`src/rtl/demux_1to5_buf.sv`:
```
// demux_1to5_buf: registered 1-to-5 demultiplexer into five single-entry slots.
// Each slot has a valid/ack handshake, and a full slot back-pressures the source.
`default_nettype none

module demux_1to5_buf #(
  parameter int DATA_WIDTH = 32
) (
  input  logic                  clk,
  input  logic                  reset,
  input  logic                  in_valid,
  output logic                  in_ready,
  input  logic [2:0]            selector,
  input  logic [DATA_WIDTH-1:0] data_in,
  output logic [4:0]            out_valid,
  input  logic [4:0]            out_ack,
  output logic [DATA_WIDTH-1:0] data_out_0,
  output logic [DATA_WIDTH-1:0] data_out_1,
  output logic [DATA_WIDTH-1:0] data_out_2,
  output logic [DATA_WIDTH-1:0] data_out_3,
  output logic [DATA_WIDTH-1:0] data_out_4
);

  logic [4:0]            dest_oh;
  logic [4:0]            load;
  logic [4:0]            valid_q;
  logic [4:0]            valid_d;
  logic [DATA_WIDTH-1:0] data_q [5];

  // Codes 4..7 all alias to slot 4.
  always_comb begin
    dest_oh = 5'b00001 << selector[1:0];
    if (selector[2]) begin
      dest_oh = 5'b10000;
    end
  end

  assign in_ready = !reset && (|(dest_oh & (~valid_q | out_ack)));
  assign load     = dest_oh & {5{in_valid && in_ready}};
  assign valid_d  = (valid_q & ~out_ack) | load;

  always_ff @(posedge clk) begin
    if (reset) begin
      valid_q <= 5'b0;
    end else begin
      valid_q <= valid_d;
    end
  end

  for (genvar k = 0; k < 5; k++) begin : g_slot
    always_ff @(posedge clk) begin
      if (reset) begin
        data_q[k] <= '0;
      end else if (load[k]) begin
        data_q[k] <= data_in;
      end
    end
  end

  assign out_valid  = valid_q;
  assign data_out_0 = data_q[0];
  assign data_out_1 = data_q[1];
  assign data_out_2 = data_q[2];
  assign data_out_3 = data_q[3];
  assign data_out_4 = data_q[4];

endmodule

`default_nettype wire

```
`config.mk`:
```
export PLATFORM = sky130hd
export DESIGN_NAME = demux_1to5_buf
export DESIGN_NICKNAME = d
export VERILOG_FILES = /design/src/rtl/demux_1to5_buf.sv
export SDC_FILE = /design/constraint.sdc
export NUM_CORES = 1
export LEC_CHECK = 0
export CAP_MARGIN = 10
export CORE_ASPECT_RATIO = 1.25
export CORE_MARGIN = 4
export CORE_UTILIZATION = 41
export CTS_CLUSTER_SIZE = 40
export DETAILED_ROUTE_END_ITERATION = 8
export HOLD_SLACK_MARGIN = 0.08
export PLACE_DENSITY = 0.8
export SETUP_SLACK_MARGIN = 0.02
export SLEW_MARGIN = 10
export SYNTH_ARGS = -nofsm -noshare
export SYNTH_HDL_FRONTEND = slang
export SYNTH_SLANG_ARGS = --single-unit
```
`constraint.sdc`:
```
create_clock -name clk -period 4.1 [get_ports clk]
set_input_delay 0.82 -clock clk [delete_from_list [all_inputs] [get_ports clk]]
set_output_delay 0.82 -clock clk [all_outputs]
set_load 0.005 [all_outputs]
```
==> results of run 1 <==
-- metrics by stage --
stage	TNS [ns]	hold slack, ns	setup slack [ns]	cell area, µm²	instances
global route	0	0.634	0.452	9020	860
floorplan	-16.91	0.504	-0.264	6140	458
detailed placement	0	0.569	0.488	8450	828
CTS	0	0.580	0.520	9020	860
global placement	0	0.559	0.579	8450	828
finish	0	0.570	0.501	9020	860
-- power by group --
part | internal [mW] | switching (mW) | leakage [nW] | total [mW]
registers | 1.92 | 0.0214 | 1.76 | 1.94
clock network | 0.851 | 0.684 | 0.267 | 1.54
logic | 0.167 | 0.175 | 1.18 | 0.342
-- sequential cells by signal (all words and copies together) (netlist names) --
name	count
out_valid	5
data_q	160
-- metal layers --
metal / wire (µm) / up-vias
li1: - / 1980
met1: 6200 / 2099
met2: 9440 / 223
met3: 1210 / 35
met4: 505 / 0
met5: 0 / -
-- worst register-to-register path, cell delays in order, from the launching register on --
cell	delay, ns
dfxtp_1	0.31
nor2b_1	0.15
o32ai_1	0.46
nor4_1	0.23
o21ai_4	0.91
-- final cells by class --
cell class,instances,area (µm²)
Inverter,4,15.0
Sequential cell,165,4900
Fill cell,1101,5510
Clock buffer,17,425
Clock inverter,15,144
Timing Repair Buffer,218,2160
Tap cell,178,223
Multi-Input combinational cell,263,1150
-- cell families (layout without fill, tap and decap cells) --
kind of cell    after synthesis  count (layout)  synth area share [%]
simple gates                254             254                  16.7
flops                       165             165                  79.8
buf+inv                      30             254                  2.26
compound gates                9               9                  1.20
-- worst max path at each step --
stage	startpoint	endpoint	slack (ns)	cells past startpoint
global route	selector[2]	in_ready	0.45	6
detailed placement	selector[2]	data_q[2][4]	0.49	5
floorplan	selector[1]	data_q[2][0]	-0.26	4
CTS	selector[2]	in_ready	0.52	6
finish	selector[2]	in_ready	0.50	6
global placement	selector[2]	in_ready	0.58	6
-- cell usage in the layout, fill, tap and decap left out --
cell,synthesis,final
inv_1,3,3
nor4_2,1,1
edfxtp_1,160,160
nor2_2,6,6
dfxtp_1,5,5
buf_4,0,10
or3_1,1,1
and2_2,1,1
nand2b_1,2,2
clkbuf_16,0,17
o21ai_4,0,3
o41ai_4,1,1
a31oi_1,2,2
nor4_1,1,1
and3_4,2,2
or2b_1,1,1
a21oi_1,2,2
nand2_1,70,68
clkinv_2,0,2
inv_8,0,2
inv_2,1,1
nor2b_1,5,4
inv_6,0,5
nand2_2,0,2
clkinvlp_4,0,5
bufinv_16,0,1
nor2b_4,0,1
nor2_1,160,160
nand3_1,4,4
o32ai_1,1,1
clkdlybuf4s50_1,0,208
-- synthesized netlist by cell type, drive strengths merged, types with 2 or more instances --
master	number	area, µm²
and3	2	22.5
nand3	4	20.0
inv	4	15.0
a21oi	2	10.0
edfxtp	160	4800
o21ai	3	15.0
dfxtp	5	100
clkbuf	18	67.6
nand2	70	263
nor2	166	638
a31oi	2	12.5
nand2b	2	12.5
nor4	2	18.8
nor2b	5	31.3
buf	8	56.3
==> results.sh, run 1 <==
export IMPL_path_clk_slew_ns=0.07
export IMPL_cts_setup_buffers=0
export IMPL_post_drt_via_cell_ratio=5.04
export IMPL_synth_cells=458
export IMPL_drt_pre_antenna_iters=5
export IMPL_synth_edff_count=160
export IMPL_post_drt_wl_per_cell_um=20.2
export IMPL_maxCapViolations=0
export IMPL_pin_count_of_the_biggest_net_entering_global_routing=34
export IMPL_worstReg2RegStart="out_valid[1]"
export IMPL_holdPathEnd="out_valid[3]"
export IMPL_cts_made_buffers=17
export IMPL_fp_dieW_um=117
export IMPL_synth_warnings=0
export IMPL_worst_slew_pin_tran_ns=1.11
export IMPL_primary_ff_master_synth="edfxtp_1"
export IMPL_cts_sinks=165
export IMPL_detailroute_via_count=4337
export IMPL_status="finished clean"
export IMPL_regToRegSetupSlack_ns=1.64
export IMPL_std_cell_rows=49
export IMPL_worstHoldPathType="flop to flop"
export IMPL_finalWirelength_um=17400
export IMPL_ys_seq_area_share_pct=79.8
export IMPL_ctsHoldBuffers=0
export IMPL_crit_buf_inv=3
export IMPL_htreeDepth=4
export IMPL_grtUsageMet3_pct=5.29
export IMPL_drt_drc_violations_left=0
export IMPL_ir_drop_mv=0.212
export IMPL_buffer_ports_inserted=208
export IMPL_num_io_pins=209
export IMPL_grt_first_pass_wirelength_um=25600
export IMPL_fp_coreArea_mm2=0.0145
export IMPL_grt_met2_usage_pct=38.4
export IMPL_first_iter_violations=435
export IMPL_synthArstFlopShare_pct=0
export IMPL_post_route_cells_drive_above_1_share_pct=8.80
export IMPL_cts_tree="done"
export IMPL_critPathLaunchType="primary input"
export IMPL_clock_latency_reported_for_the_late_side_of_the_worst_skew_pair_ns=0.41
export IMPL_clk_root_buffer_cell="clkbuf_16"
export IMPL_first_global_vias=4541
export IMPL_timing_final_crit_period_ns=3.60
export IMPL_floorplan_die_area_mm2=0.0170
export IMPL_fin_skew_ns=0.00566
export IMPL_place_detailed_hpwl_um=12200
export IMPL_dieHeight_um=145
export IMPL_hold_depth=2
export IMPL_critical_path_max_fanout=7
export IMPL_slew_headroom_pct=25.9
export IMPL_critical_path_reg2reg_endpoint="data_q[2][3]"
export IMPL_initial_utilization_pct=42.3
export IMPL_crit_top_cell="clkdlybuf4s50_1"
export IMPL_num_nets_final=712
export IMPL_cp_data_arrival_time_ns=2.78
export IMPL_syn_area_per_cell_um2=13.4
export IMPL_synth_distinct_cells=25
export IMPL_route_antenna_remaining_nets=0
export IMPL_cp_cell_sequence="clkdlybuf4s50_1 -> nand2b_1 -> o32ai_1 -> o41ai_4 -> inv_2 -> clkdlybuf4s50_1"
export IMPL_total_power_mw=3.81
export IMPL_depth_of_the_worst_register_to_register_path=4
export IMPL_globalRoute_totalOverflow=0
export IMPL_crit_path_max_incr_delay_ns=0.54
export IMPL_number_of_antenna_violations_at_the_first_check_in_global_routing=0
export IMPL_utilization_pct=62.1
export IMPL_hold_path_startpoint="out_valid[3]"
export IMPL_setup_worst_path_class="primary input to output port"
export IMPL_synthesized_area_mm2=0.00614
export IMPL_gr_max_usage_layer="met2"
export IMPL_gp_routability_congestion=0.855
export IMPL_crit_slowest_cell="clkdlybuf4s50_1"
export IMPL_cellPowerDensity_mw_per_mm2=423
export IMPL_report_final_slew_viol_count=0
export IMPL_maxClockFrequency_mhz=278
export IMPL_worst_path_dominant_cell_family="buffers and inverters"
export IMPL_grt_total_usage_pct=20.0
export IMPL_timing_final_crit_share_pct=87.8
export IMPL_p_leak_nw=3.20
export IMPL_critPathRequiredTime_ns=3.28
export IMPL_grt_setup_unrepaired="no"
export IMPL_end_kind="output port"
export IMPL_hold_violation_count_in_the_final_report=0
export IMPL_setup_viol=0
export IMPL_post_cts_resized=0
export IMPL_cts_root_to_sink_buffers=2
export IMPL_antenna_diode_count=0
export IMPL_postSynthRegisterBits=165
export IMPL_synthesized_netlist_net_count=501
export IMPL_use_met1_pct=21.0
export IMPL_flow_area_growth_from_synthesis_pct=46.7
(Power assumes the default switching activity.)
==> inputs of run 2 (changes only) <==
- ABC_AREA: unset -> 1
==> run 2 against run 1 <==
Net effect: global-route usage decreased by 1.4 points; final area fell by 1.1%; critical path depth rose by 1; largest power group unchanged.
==> results.sh, run 2 <==
export IMPL_worst_slew_pin_tran_ns=0.875
export IMPL_synthesized_netlist_net_count=462
export IMPL_cts_made_buffers=17
export IMPL_utilization_pct=61.1
export IMPL_cts_setup_buffers=0
export IMPL_num_nets_final=680
export IMPL_synth_warnings=0
export IMPL_most_common_library_cell_in_the_layout_ignoring_fill_and_taps="clkdlybuf4s50_1"
export IMPL_synthesized_area_mm2=0.00618
export IMPL_timing_final_crit_period_ns=3.29
export IMPL_buffer_ports_inserted=208
export IMPL_synth_top_area_share_pct=77.7
export IMPL_critical_path_reg2reg_endpoint="data_q[2][14]"
export IMPL_regToRegSetupSlack_ns=2.16
export IMPL_cellPowerDensity_mw_per_mm2=410
export IMPL_maxCapViolations=0
export IMPL_htreeDepth=4
export IMPL_most_frequent_cells_in_the_layout="clkdlybuf4s50_1, edfxtp_1, nor2_1, inv_1, clkbuf_16"
export IMPL_maxClockFrequency_mhz=304
export IMPL_depth_of_the_worst_register_to_register_path=7
export IMPL_non_filler_instance_count_after_layout=828
export IMPL_p_leak_nw=3.48
export IMPL_post_route_cells_drive_above_1_share_pct=10.8
export IMPL_report_final_slew_viol_count=0
export IMPL_synth_edff_count=160
export IMPL_fp_dieW_um=118
export IMPL_ir_drop_mv=0.279
export IMPL_setup_viol=0
export IMPL_critPathLaunchType="primary input"
export IMPL_post_synth_top_count_cell="edfxtp_1"
export IMPL_post_cts_resized=0
export IMPL_postSynthRegisterBits=165
export IMPL_grt_first_pass_wirelength_um=24200
export IMPL_pin_count_of_the_biggest_net_entering_global_routing=34
export IMPL_place_detailed_hpwl_um=10600
export IMPL_primary_ff_master_synth="edfxtp_1"
export IMPL_synth_distinct_cells=18
export IMPL_layout_cell_area_non_filler_mm2=0.00892
export IMPL_globalRoute_totalOverflow=0
export IMPL_gp_routability_congestion=0.748
export IMPL_synth_cells=419
export IMPL_holdPathEnd="out_valid[2]"
export IMPL_syn_area_per_cell_um2=14.8
export IMPL_grt_total_usage_pct=18.6
export IMPL_drt_drc_violations_left=0
export IMPL_nFillCells=1105
export IMPL_regMostFlops="data_q"
export IMPL_hold_path_startpoint="out_valid[2]"
export IMPL_yosys_top_cells_count="edfxtp_1, nor2_1, inv_1"
export IMPL_cts_sinks=165
export IMPL_timing_final_crit_share_pct=80.2
export IMPL_largest_register_ff_count=160
export IMPL_num_io_pins=209
export IMPL_synth_top_cells_by_area="edfxtp_1, nor2_1, buf_6"
export IMPL_ctsHoldBuffers=0
export IMPL_drt_pre_antenna_iters=4
export IMPL_first_iter_violations=173
export IMPL_antenna_diode_count=0
export IMPL_cts_tree="done"
export IMPL_end_kind="output port"
export IMPL_placed_area_mm2=0.00838
export IMPL_synth_top_cell_by_area="edfxtp_1"
export IMPL_clock_latency_reported_for_the_late_side_of_the_worst_skew_pair_ns=0.42
export IMPL_critPathRequiredTime_ns=3.28
export IMPL_setup_tns_ns=0
export IMPL_cts_root_to_sink_buffers=2
export IMPL_ys_seq_area_share_pct=79.4
export IMPL_initial_utilization_pct=42.4
export IMPL_dieHeight_um=145
export IMPL_status="finished clean"
export IMPL_placed_instance_count=796
export IMPL_worstHoldPathType="flop to flop"
export IMPL_first_global_vias=4282
export IMPL_cp_data_arrival_time_ns=2.47
export IMPL_slew_headroom_pct=41.4
export IMPL_post_drt_via_cell_ratio=4.80
export IMPL_hold_depth=2
export IMPL_hold_violation_count_in_the_final_report=0
export IMPL_critical_path_max_fanout=5
export IMPL_setup_worst_path_class="primary input to output port"
export IMPL_std_cell_rows=49
export IMPL_path_clk_slew_ns=0.06
export IMPL_route_antenna_remaining_nets=0
export IMPL_floorplan_die_area_mm2=0.0171
export IMPL_flow_area_growth_from_synthesis_pct=44.3
export IMPL_worstReg2RegStart="out_valid[1]"
export IMPL_detailroute_via_count=3975
export IMPL_worst_hold_slack_ns=0.503
export IMPL_grt_setup_unrepaired="no"
export IMPL_fp_coreArea_mm2=0.0146
export IMPL_clk_root_buffer_cell="clkbuf_16"
export IMPL_synthArstFlopShare_pct=0
export IMPL_post_drt_wl_per_cell_um=19.0
export IMPL_finalWirelength_um=15700
export IMPL_number_of_antenna_violations_at_the_first_check_in_global_routing=0
export IMPL_fin_skew_ns=0.00964
==> run 2: changes by cell type after synthesis, moves of 3 or more <==
cell / change
clkbuf_1: -17
nor2b_1: -5
nand4_4: +5
inv_1: +37
o21ai_0: -3
nor2_1: -12
nand2_1: -60
a21oi_1: +4
buf_2: -3
nor2_2: +9
buf_6: +12
==> run 2: power breakdown <==
part	internal [mW]	switching, mW
combinational	0.150	0.145
sequential	1.91	0.0198
clock	0.820	0.606
==> run 2: area by class of cell <==
cell class	count	area (µm²)	share of cell area, %
clock buffers	24	482	5.40
inverters	43	161	1.81
well taps	178	223	2.50
clock inverters	8	51.3	0.575
flip-flops and latches	165	4900	55.0
repair buffers	216	2150	24.2
multi-input cells	194	940	10.5
==> run 2: kinds of logic after synthesis <==
family          synth area share, %
simple gates                   14.0
flops                          79.4
buf+inv                        5.65
compound gates                 1.01
==> run 2: how the worst max path moves through the flow <==
stage	startpoint	end	slack, ns
floorplan	selector[1]	data_q[0][0]	1.43
global placement	selector[2]	in_ready	0.85
detailed placement	selector[2]	in_ready	0.83
CTS	selector[2]	in_ready	0.81
global route	selector[2]	in_ready	0.73
finish	selector[2]	in_ready	0.81
==> run 2: worst max-delay path: stages <==
cell and delay, ns:
clkdlybuf4s50_1 0.54, inv_2 0.17, nand3_2 0.10, nor2_2 0.14
nor2_4 0.07, a21oi_1 0.12, clkdlybuf4s50_1 0.52
==> run 2: through the flow <==
stage	setup WS [ns]	total power, mW
detailed placement	0.831	2.26
finish	0.811	3.65
floorplan	1.43	2.06
CTS	0.810	3.68
global route	0.725	3.78
global placement	0.850	2.25
==> run 2: routing by layer <==
| layer | vias to the layer above | wire length [µm] | global-route usage [%] | part of all wire (%) |
|---|---|---|---|---|
| met5 | - | 0 | 0 | 0 |
| met4 | 0 | 415 | 7.27 | 2.6 |
| met3 | 32 | 1410 | 7.79 | 9.0 |
| met2 | 182 | 8150 | 32.8 | 52 |
| met1 | 1922 | 5720 | 19.7 | 36 |
| li1 | 1839 | - | - | - |
